**config.mk**
```make
export PLATFORM = sky130hd
export DESIGN_NAME = leaderboard_tracker
export DESIGN_NICKNAME = d
export VERILOG_FILES = /design/src/rtl/gv_pkg.sv /design/src/rtl/finish_edge_det.sv /design/src/rtl/leaderboard_tracker.sv
export SDC_FILE = /design/constraint.sdc
export NUM_CORES = 1
export LEC_CHECK = 0
export ABC_AREA = 1
export BUFFER_PORTS_ARGS = -buffer_cell sky130_fd_sc_hd__buf_2
export CORE_UTILIZATION = 63
export DETAILED_ROUTE_END_ITERATION = 6
export GPL_ROUTABILITY_DRIVEN = 0
export PLACE_DENSITY = 0.83
export SETUP_SLACK_MARGIN = 0.2
export SYNTH_ARGS = -nofsm -noshare
export SYNTH_HDL_FRONTEND = slang
export SYNTH_HIERARCHICAL = 1
export SYNTH_SLANG_ARGS = --single-unit
```
**constraint.sdc**
```tcl
create_clock -name clk -period 6.2 [get_ports clk]
set_input_delay 0.62 -clock clk [delete_from_list [all_inputs] [get_ports clk]]
set_output_delay 0.62 -clock clk [all_outputs]
set_load 0.005 [all_outputs]
```
**src/rtl/gv_pkg.sv**
```systemverilog
`default_nettype none
// ============================================================================
// Module      : gv_pkg
// Description : Shared game-view types for the leaderboard block: the 3-bit
//               game mode type, the FINISH mode code and the insertion FSM
//               state encoding.
// Revision    : 1.0 - initial release
// ============================================================================
package gv_pkg;

    typedef logic [2:0] mode_t;

    localparam mode_t FINISH = 3'b101;

    typedef enum logic [1:0] {
        IDLE   = 2'd0,
        INSERT = 2'd1,
        DONE   = 2'd2
    } lb_state_t;

endpackage : gv_pkg
`default_nettype wire

```
**src/rtl/finish_edge_det.sv**
```systemverilog
`default_nettype none
// ============================================================================
// Module      : finish_edge_det
// Description : Emits trig on the first cycle that mode equals FINISH after a
//               cycle where it did not. Holding FINISH does not re-trigger.
//               Reset clears the history to "not FINISH", so FINISH present
//               on the first cycle after reset counts as an edge.
// Ports       : clk  - clock
//               rst  - asynchronous active-high reset
//               mode - current game mode
//               trig - combinational rising-edge indication
// Revision    : 1.0 - initial release
// ============================================================================
module finish_edge_det
    import gv_pkg::*;
(
    input  logic  clk,
    input  logic  rst,
    input  mode_t mode,
    output logic  trig
);

    logic w_is_finish;
    logic r_prev_finish;

    assign w_is_finish = (mode == FINISH);

    always_ff @(posedge clk or posedge rst) begin
        if (rst) begin
            r_prev_finish <= 1'b0;
        end else begin
            r_prev_finish <= w_is_finish;
        end
    end

    assign trig = w_is_finish && !r_prev_finish;

endmodule : finish_edge_det
`default_nettype wire

```
**src/rtl/leaderboard_tracker.sv**
```systemverilog
`default_nettype none
// ============================================================================
// Module      : leaderboard_tracker
// Description : Keeps a DEPTH-entry high-score table sorted non-increasing.
//               A FINISH edge captures the score and a bubble-insertion walks
//               the table one entry per cycle, then pulses done and reports
//               the rank at which the score was placed (DEPTH = not placed).
// Ports       : clk, rst       - clock, asynchronous active-high reset
//               score          - score captured on the trigger cycle
//               mode           - game mode (FINISH edge starts an insertion)
//               rd_idx/rd_score- combinational table read port
//               highest_score  - table entry 0
//               busy, done     - insertion in progress / completion pulse
//               rank           - placement of last inserted score
//               clr            - (LB_CLEAR_EN only) clear table while idle
// Config      : LB_CLEAR_EN - when defined, adds the clr input.
// Revision    : 1.0 - initial release
// ============================================================================
module leaderboard_tracker
    import gv_pkg::*;
#(
    parameter int SCORE_W = 8,
    parameter int DEPTH   = 4
) (
    input  logic                       clk,
    input  logic                       rst,
`ifdef LB_CLEAR_EN
    input  logic                       clr,
`endif
    input  logic [SCORE_W-1:0]         score,
    input  mode_t                      mode,
    input  logic [$clog2(DEPTH)-1:0]   rd_idx,
    output logic [SCORE_W-1:0]         rd_score,
    output logic [SCORE_W-1:0]         highest_score,
    output logic                       busy,
    output logic                       done,
    output logic [$clog2(DEPTH+1)-1:0] rank
);

    localparam int IDX_W  = $clog2(DEPTH);
    localparam int RANK_W = $clog2(DEPTH+1);
    localparam logic [RANK_W-1:0] c_NOT_PLACED = RANK_W'(DEPTH);
    localparam logic [IDX_W-1:0]  c_LAST_IDX   = IDX_W'(DEPTH-1);

    lb_state_t           r_state;
    lb_state_t           w_next_state;
    logic                w_trig;
    logic                w_clr;
    logic [SCORE_W-1:0]  r_table [DEPTH];
    logic [SCORE_W-1:0]  r_cand;
    logic [IDX_W-1:0]    r_idx;
    logic [RANK_W-1:0]   r_rank_tmp;
    logic [RANK_W-1:0]   r_rank;

`ifdef LB_CLEAR_EN
    assign w_clr = clr;
`else
    assign w_clr = 1'b0;
`endif

    finish_edge_det u_finish_edge_det (
        .clk  (clk),
        .rst  (rst),
        .mode (mode),
        .trig (w_trig)
    );

    // ------------------------------------------------------------------
    // FSM state register
    // ------------------------------------------------------------------
    always_ff @(posedge clk or posedge rst) begin
        if (rst) begin
            r_state <= IDLE;
        end else begin
            r_state <= w_next_state;
        end
    end

    // ------------------------------------------------------------------
    // FSM next state and status outputs. Triggers outside IDLE are simply
    // ignored, which is what drops them while busy or in DONE.
    // ------------------------------------------------------------------
    always_comb begin
        w_next_state = r_state;
        busy         = 1'b0;
        done         = 1'b0;
        case (r_state)
            IDLE: begin
                // clear takes priority; a same-cycle trigger is lost
                if (w_trig && !w_clr) begin
                    w_next_state = INSERT;
                end
            end
            INSERT: begin
                busy = 1'b1;
                if (r_idx == c_LAST_IDX) begin
                    w_next_state = DONE;
                end
            end
            DONE: begin
                done         = 1'b1;
                w_next_state = IDLE;
            end
            default: begin
                w_next_state = IDLE;
            end
        endcase
    end

    // ------------------------------------------------------------------
    // Table and insertion datapath. Each INSERT step keeps the larger of
    // cand/table[idx] in the table and carries the smaller one down; the
    // strict compare gives existing (older) entries priority on ties.
    // ------------------------------------------------------------------
    always_ff @(posedge clk or posedge rst) begin
        if (rst) begin
            for (int i = 0; i < DEPTH; i++) begin
                r_table[i] <= '0;
            end
            r_cand     <= '0;
            r_idx      <= '0;
            r_rank_tmp <= c_NOT_PLACED;
            r_rank     <= c_NOT_PLACED;
        end else begin
            case (r_state)
                IDLE: begin
                    if (w_clr) begin
                        for (int i = 0; i < DEPTH; i++) begin
                            r_table[i] <= '0;
                        end
                        r_rank <= c_NOT_PLACED;
                    end else if (w_trig) begin
                        r_cand     <= score;
                        r_idx      <= '0;
                        r_rank_tmp <= c_NOT_PLACED;
                    end
                end
                INSERT: begin
                    if (r_cand > r_table[r_idx]) begin
                        r_table[r_idx] <= r_cand;
                        r_cand         <= r_table[r_idx];
                        // only the first swap marks where the new score landed
                        if (r_rank_tmp == c_NOT_PLACED) begin
                            r_rank_tmp <= RANK_W'(r_idx);
                        end
                    end
                    r_idx <= r_idx + IDX_W'(1);
                end
                DONE: begin
                    r_rank <= r_rank_tmp;
                end
                default: begin
                    r_idx <= '0;
                end
            endcase
        end
    end

    // ------------------------------------------------------------------
    // Read port and outputs
    // ------------------------------------------------------------------
    always_comb begin
        rd_score = '0;
        if (int'(rd_idx) < DEPTH) begin
            rd_score = r_table[rd_idx];
        end
    end

    assign highest_score = r_table[0];
    assign rank          = r_rank;

endmodule : leaderboard_tracker
`default_nettype wire

```
==> results.py, run 1 <==
metrics = {
    "clocking": {
        "cts_tree": "done",
        "cts_sinks": 51,
        "cts_htree_levels": 2,
        "clk_path_buf_depth": 2,
        "cts_resized": 0,
        "hold_buffers": 0,
        "clkTransAtPathRegs_ns": 0.11,
        "clock_latency_ns": 0.31,
        "cts-root-buf": "clkbuf_8",
        "numCtsBuffers": 5,
        "post_cts_buffers": 0,
    },
    "global_route": {
        "grt_pass1_wl_um": 12200,
        "overflow": 0,
        "grt_max_degree": 51,
        "first_global_vias": 2529,
        "grtUsageTotal_pct": 31.5,
        "grt_antenna_before_repair": 0,
    },
    "placed_design": {
        "portBuffers": 35,
        "dpl_cell_area_mm2": 0.00313,
        "dpl.cell_count": 459,
        "place_ws_ns": 3.20,
        "place_hpwl_um": 5450,
    },
    "layout": {
        "stdcell_count": 467,
        "final_area_mm2": 0.00323,
        "seq_area_mm2": 0.00128,
        "syn2layout_area_growth_pct": 5.27,
        "multi_input_area_mm2": 0.00153,
        "fill_cells": 391,
        "fin_nets": 439,
        "antenna_cells": 0,
        "drive_above_1_share_pct": 16.0,
    },
    "flow_run": {
        "max_cap_viol_count": 0,
    },
    "floorplan": {
        "die_x_um": 71.8,
        "start_util_pct": 65.3,
        "core_area_mm2": 0.00469,
        "die_y_um": 71.8,
        "die_area_mm2": 0.00515,
        "row_count": 25,
        "ios": 36,
    },
    "pwr": {
        "ir_drop_mv": 0.581,
        "p_per_area_mw_per_mm2": 565,
        "p_leak_nw": 1.70,
    },
    "yosys": {
        "synth_top_family_by_area": "simple AND/OR/NAND/NOR gates",
        "synth.most_common_cell": "nand2_1",
        "synth.area.top_cells": "dfrtp_1 (40%), nand2_1 (18%), nand4_1 (7.6%), o21ai_0 (5.1%), ha_1 (4.9%)",
        "synthDistinctLibCells": 31,
        "ys_top_cells_by_count": "nand2_1 (146), dfrtp_1 (49), nand4_1 (37)",
        "synth_edf_count": 0,
        "synthCells": 397,
        "yosys.area.top_type": "dfrtp_1",
        "ys_seq_area_share_pct": 41.7,
        "synthMuxAreaShare_pct": 0,
        "ys.warnings.count": 6,
        "postSynthAreaPerCell_um2": 7.72,
        "synth-xor-area-share_pct": 0,
        "synth.cell_area_mm2": 0.00307,
        "synth_compound_area_share_pct": 8.12,
        "async_flop_share_pct": 100,
        "synth.top_cell.area_share_pct": 40.0,
        "synth_nets": 424,
        "synth_seq_cells": 51,
        "synth_top_flop_cell": "dfrtp_1",
        "synth_adder_area_share_pct": 4.90,
        "synth-simple-area-share_pct": 36.7,
    },
    "timing": {
        "drv_slew": 0,
        "holdWs_ns": 0.146,
        "setup_viol": 0,
        "rsz0062_at_grt": "no",
        "hold_viol_final": 0,
        "slew_headroom_pct": 31.6,
        "fin_skew_ns": 0.0141,
        "max_freq_mhz": 322,
        "final.period_utilization_pct": 50.1,
        "setup-tns-final_ns": 0,
        "tightestPinTransition_ns": 1.02,
        "fin_ws_ns": 3.09,
        "min_period_ns": 3.11,
    },
    "worst_setup_path": {
        "crit_type": "flop to flop",
        "crit_arrival_ns": 3.36,
        "r2r_end": "highest_score[3]",
        "timing.critical_path.from": "r_idx[1]",
        "r2r-start": "r_idx[1]",
        "cp-end-kind": "flop",
        "r2r_cells": 10,
        "crit_path_start_kind": "flop",
        "r2r_setup_slack_ns": 3.09,
        "crit_required_ns": 6.46,
        "cp_max_fo": 34,
    },
    "min_path": {
        "hp-class": "input pin to asynchronous set/reset pin",
    },
    "detailed_routing": {
        "avgViaCountPerCell": 6.09,
        "drt_first_pass_iters": 4,
        "top_layer": "met4",
        "drt-met1-wl_um": 3310,
        "route.met3.wl_um": 605,
        "wl_met2_um": 3630,
        "totalWireLength_um": 7780,
        "wl_per_cell_um": 16.7,
        "drt_iter0_markers": 433,
        "route.vias.total": 2844,
        "drc_errors": 0,
        "ant_nets": 0,
    },
    "run_status": {
        "outcome": "finished clean",
    },
}
==> cell type report <==
class                   count  area share [%]
well taps                  54            2.09
inverters                  21            2.64
clock inverters             3           0.814
multi-input cells         298            47.3
repair buffers             35            5.43
flip-flops and latches     51            39.6
clock buffers               5            2.13
==> layer usage <==
layer	vias to the layer above	GRT usage [%]
li1	1362	-
met1	1324	43.7
met2	137	50.4
met3	21	4.36
met4	0	12.0
met5	-	0
==> critical path: stages (launching register included) <==
cell and delay (ns):
dfrtp_1 0.65, clkinv_1 0.38, nand3_1 0.18, nand2_1 0.14
ha_1 0.34, nand2_2 0.08, a21oi_1 0.18, nor2_2 0.10
a21oi_4 0.67, nand4_1 0.20, nand2_1 0.12
==> worst max-delay path by stage <==
| stage | to | slack [ns] | cells after the start |
|---|---|---|---|
| 5_1_grt | r_table[8] | 2.94 | 10 |
| 3_5_place_dp | highest_score[3] | 3.20 | 10 |
| 3_3_place_gp | r_rank_tmp[0] | 3.30 | 10 |
| 6_report | highest_score[3] | 3.09 | 10 |
| 4_1_cts | highest_score[3] | 3.18 | 10 |
| 2_1_floorplan | r_cand[0] | 4.03 | 14 |
==> power by group <==
group	total, mW	switching (mW)	internal [mW]
logic	0.957	0.642	0.315
registers	0.664	0.195	0.469
clock network	0.203	0.120	0.0833
total	1.82	0.957	0.867
==> layout by cell type, fill, tap and decap left out, types with 3 or more instances in the layout <==
cell,instances
buf_2,35
a21oi_1,3
inv_2,5
nand4_1,37
nand2_2,3
ha_1,12
nand2_1,146
dfrtp_1,49
nand3_1,27
o22ai_1,8
o21ai_0,31
clkbuf_8,5
inv_1,12
nor2_1,19
==> per-stage QoR <==
stage	total power, mW	util, %
floorplan	1.43	-
global placement	1.57	66.7
detailed placement	1.60	66.7
CTS	1.81	68.8
global route	1.96	68.8
finish	1.82	68.8
==> flip-flops by register name, indices dropped and copies added, names as in the netlist <==
| name | flops |
|---|---|
| rank | 3 |
| highest_score | 8 |
| r_idx | 2 |
| r_rank_tmp | 3 |
| r_state | 2 |
| u_finish_edge_det/r_prev_finish | 1 |
| r_table | 24 |
| r_cand | 8 |
==> cell families after synthesis <==
kind of cell,Yosys count
flops,51
fa+ha+maj,12
buf+inv,48
simple gates,241
compound gates,45
Power figures use the tool's default switching activity.
==> run 2: changes to the inputs <==
--- a/config.mk
+++ b/config.mk
@@ -7,10 +7,10 @@
 export LEC_CHECK = 0
 export ABC_AREA = 1
 export BUFFER_PORTS_ARGS = -buffer_cell sky130_fd_sc_hd__buf_2
-export CORE_UTILIZATION = 63
+export CORE_UTILIZATION = 53
 export DETAILED_ROUTE_END_ITERATION = 6
 export GPL_ROUTABILITY_DRIVEN = 0
-export PLACE_DENSITY = 0.83
+export PLACE_DENSITY = 0.74
 export SETUP_SLACK_MARGIN = 0.2
 export SYNTH_ARGS = -nofsm -noshare
 export SYNTH_HDL_FRONTEND = slang
==> constraint.sdc (replaced) <==
create_clock -name clk -period 2.6 [get_ports clk]
set_input_delay 0.26 -clock clk [delete_from_list [all_inputs] [get_ports clk]]
set_output_delay 0.26 -clock clk [all_outputs]
set_load 0.005 [all_outputs]
==> results.py, run 2 (synthesis results as in run 1) <==
metrics = {
    "run_status": {
        "outcome": "finished clean",
    },
    "placed_design": {
        "place_ws_ns": -0.0686,
        "portBuffers": 35,
        "place_hpwl_um": 5890,
        "dpl_cell_area_mm2": 0.00324,
    },
    "pwr": {
        "ir_drop_mv": 0.786,
        "intPower_mw": 2.64,
        "combPwrFrac_pct": 61.9,
        "power_frac_seq_pct": 29.1,
        "pwr-share-clk_pct": 9.0,
        "p_per_area_mw_per_mm2": 1460,
        "power_switching_share_pct": 50.1,
        "p_leak_nw": 1.84,
        "p_switching_mw": 2.66,
    },
    "detailed_routing": {
        "avgViaCountPerCell": 6.02,
        "drc_errors": 0,
        "drt_iter0_markers": 411,
        "wl_per_cell_um": 17.9,
        "route.vias.total": 3090,
        "ant_nets": 0,
        "totalWireLength_um": 9210,
        "drt_first_pass_iters": 5,
    },
    "timing": {
        "min_period_ns": 2.37,
        "hold_viol_final": 0,
        "setup_viol": 0,
        "fin_skew_ns": 0.00993,
        "final.period_utilization_pct": 91.1,
        "fin_ws_ns": 0.231,
        "drv_slew": 0,
        "setup-tns-final_ns": 0,
        "holdWs_ns": 0.126,
        "slew_headroom_pct": 66.8,
        "max_freq_mhz": 422,
        "tightestPinTransition_ns": 0.497,
        "rsz0062_at_grt": "no",
    },
    "layout": {
        "syn2layout_area_growth_pct": 18.5,
        "seq_area_mm2": 0.00128,
        "fill_cells": 464,
        "multi_input_area_mm2": 0.00164,
        "layout_commonest_cell": "nand2_1",
        "fin_nets": 467,
        "top_register": "r_table",
        "final_area_mm2": 0.00363,
        "antenna_cells": 0,
        "drive_above_1_share_pct": 23.8,
        "fin_util_pct": 65.6,
        "mostFrequentLayoutCells": "nand2_1 (142), dfrtp_1 (47), nand4_1 (37), buf_2 (35), o21ai_0 (31)",
        "largest_reg_flops": 24,
    },
    "clocking": {
        "cts_sinks": 51,
        "numCtsBuffers": 5,
        "clkTransAtPathRegs_ns": 0.09,
        "cts-root-buf": "clkbuf_8",
        "cts_htree_levels": 2,
        "clk_path_buf_depth": 2,
        "clock_latency_ns": 0.31,
        "cts_tree": "done",
    },
    "floorplan": {
        "row_count": 27,
        "start_util_pct": 55.3,
        "core_area_mm2": 0.00554,
        "die_x_um": 78.1,
        "die_area_mm2": 0.00609,
        "ios": 36,
        "die_y_um": 78.1,
    },
    "worst_setup_path": {
        "crit_arrival_ns": 2.62,
        "crit_type": "flop to flop",
        "crit_required_ns": 2.85,
        "crit_path_start_kind": "flop",
        "r2r_setup_slack_ns": 0.23,
        "path_cells": "buf_8 > buf_6 > nand2_1 > nand3_1 > nand2_2 > ha_4 > nand2_2 > nor2_4 > nand2_4 > buf_12 > a21oi_4 > buf_12 > nand4_1 > nand2_1",
        "cp_max_fo": 17,
        "cp-end-kind": "flop",
        "slowest_delay_ns": 0.50,
        "cpMaxStageDelayCell": "dfrtp_2",
    },
    "global_route": {
        "grtUsageTotal_pct": 31.5,
        "grt_max_degree": 34,
        "first_global_vias": 2801,
        "overflow": 0,
        "grt_antenna_before_repair": 0,
        "grt_pass1_wl_um": 14400,
    },
    "min_path": {
        "hp-class": "input pin to flop",
    },
    "flow_run": {
        "max_cap_viol_count": 0,
    },
}
-- run 2: metrics by stage --
step / total power [mW] / instances
finish: 5.30 / 513
global route: 5.65 / 513
CTS: 4.64 / 502
detailed placement: 3.95 / 488
global placement: 3.88 / 488
floorplan: 3.41 / 397
-- run 2: layout make-up --
cell class | count | share of cell area, %
timing repair buffer | 61 | 11.9
sequential | 51 | 35.3
multi-input combinational | 299 | 45.0
inverter | 21 | 2.58
timing repair inverter | 1 | 0.207
clock inverter | 1 | 0.138
clock buffer | 7 | 2.38
tap | 72 | 2.48
-- run 2: critical path: cells and delay by family, from the launching register on --
kind                       cells  cell delay, ns
buffers and inverters          4            0.58
adders and majority gates      1            0.27
and+or+nand+nor                8            0.80
AOI/OAI and AO/OA              1            0.14
DFF                            1            0.50
-- run 2: final timing paths --
path                           from                         endpoint  depth (start not counted)
hold reg to reg             rank[2]                          rank[2]                          2
setup reg to reg           r_idx[0]                      r_table[19]                         14
max in group asynchronous       rst                         r_idx[0]                          4
min in group asynchronous       rst  u_finish_edge_det/r_prev_finish                          3
setup / recovery           r_idx[0]                      r_table[19]                         14
hold / removal              mode[1]  u_finish_edge_det/r_prev_finish                          2
-- run 2: per-layer routing --
| metal | wire length, um | vias up | track usage [%] |
|---|---|---|---|
| met1 | 3670 | 1437 | 42.4 |
| met3 | 818 | 60 | 6.28 |
| met4 | 560 | 0 | 16.5 |
| li1 | - | 1413 | - |
| met5 | 0 | - | 0 |
| met2 | 4160 | 180 | 48.0 |
-- run 2: timing repair --
item	in CTS	in global routing
cloned	1	1
hold buffers	1	0
resized for setup	1	28
buffers inserted	4	10
setup endpoints to repair	34	42
endpoints found under the hold margin	16	0
pin swaps	1	8
-- run 2: power groups by stage --
stage	Combinational, mW	Clock (mW)	Sequential, mW
4_1_cts	2.68	0.484	1.48
5_1_grt	3.56	0.519	1.56
3_3_place_gp	2.40	0	1.49
3_5_place_dp	2.46	0	1.49
6_report	3.28	0.479	1.54
2_1_floorplan	2.06	0	1.36
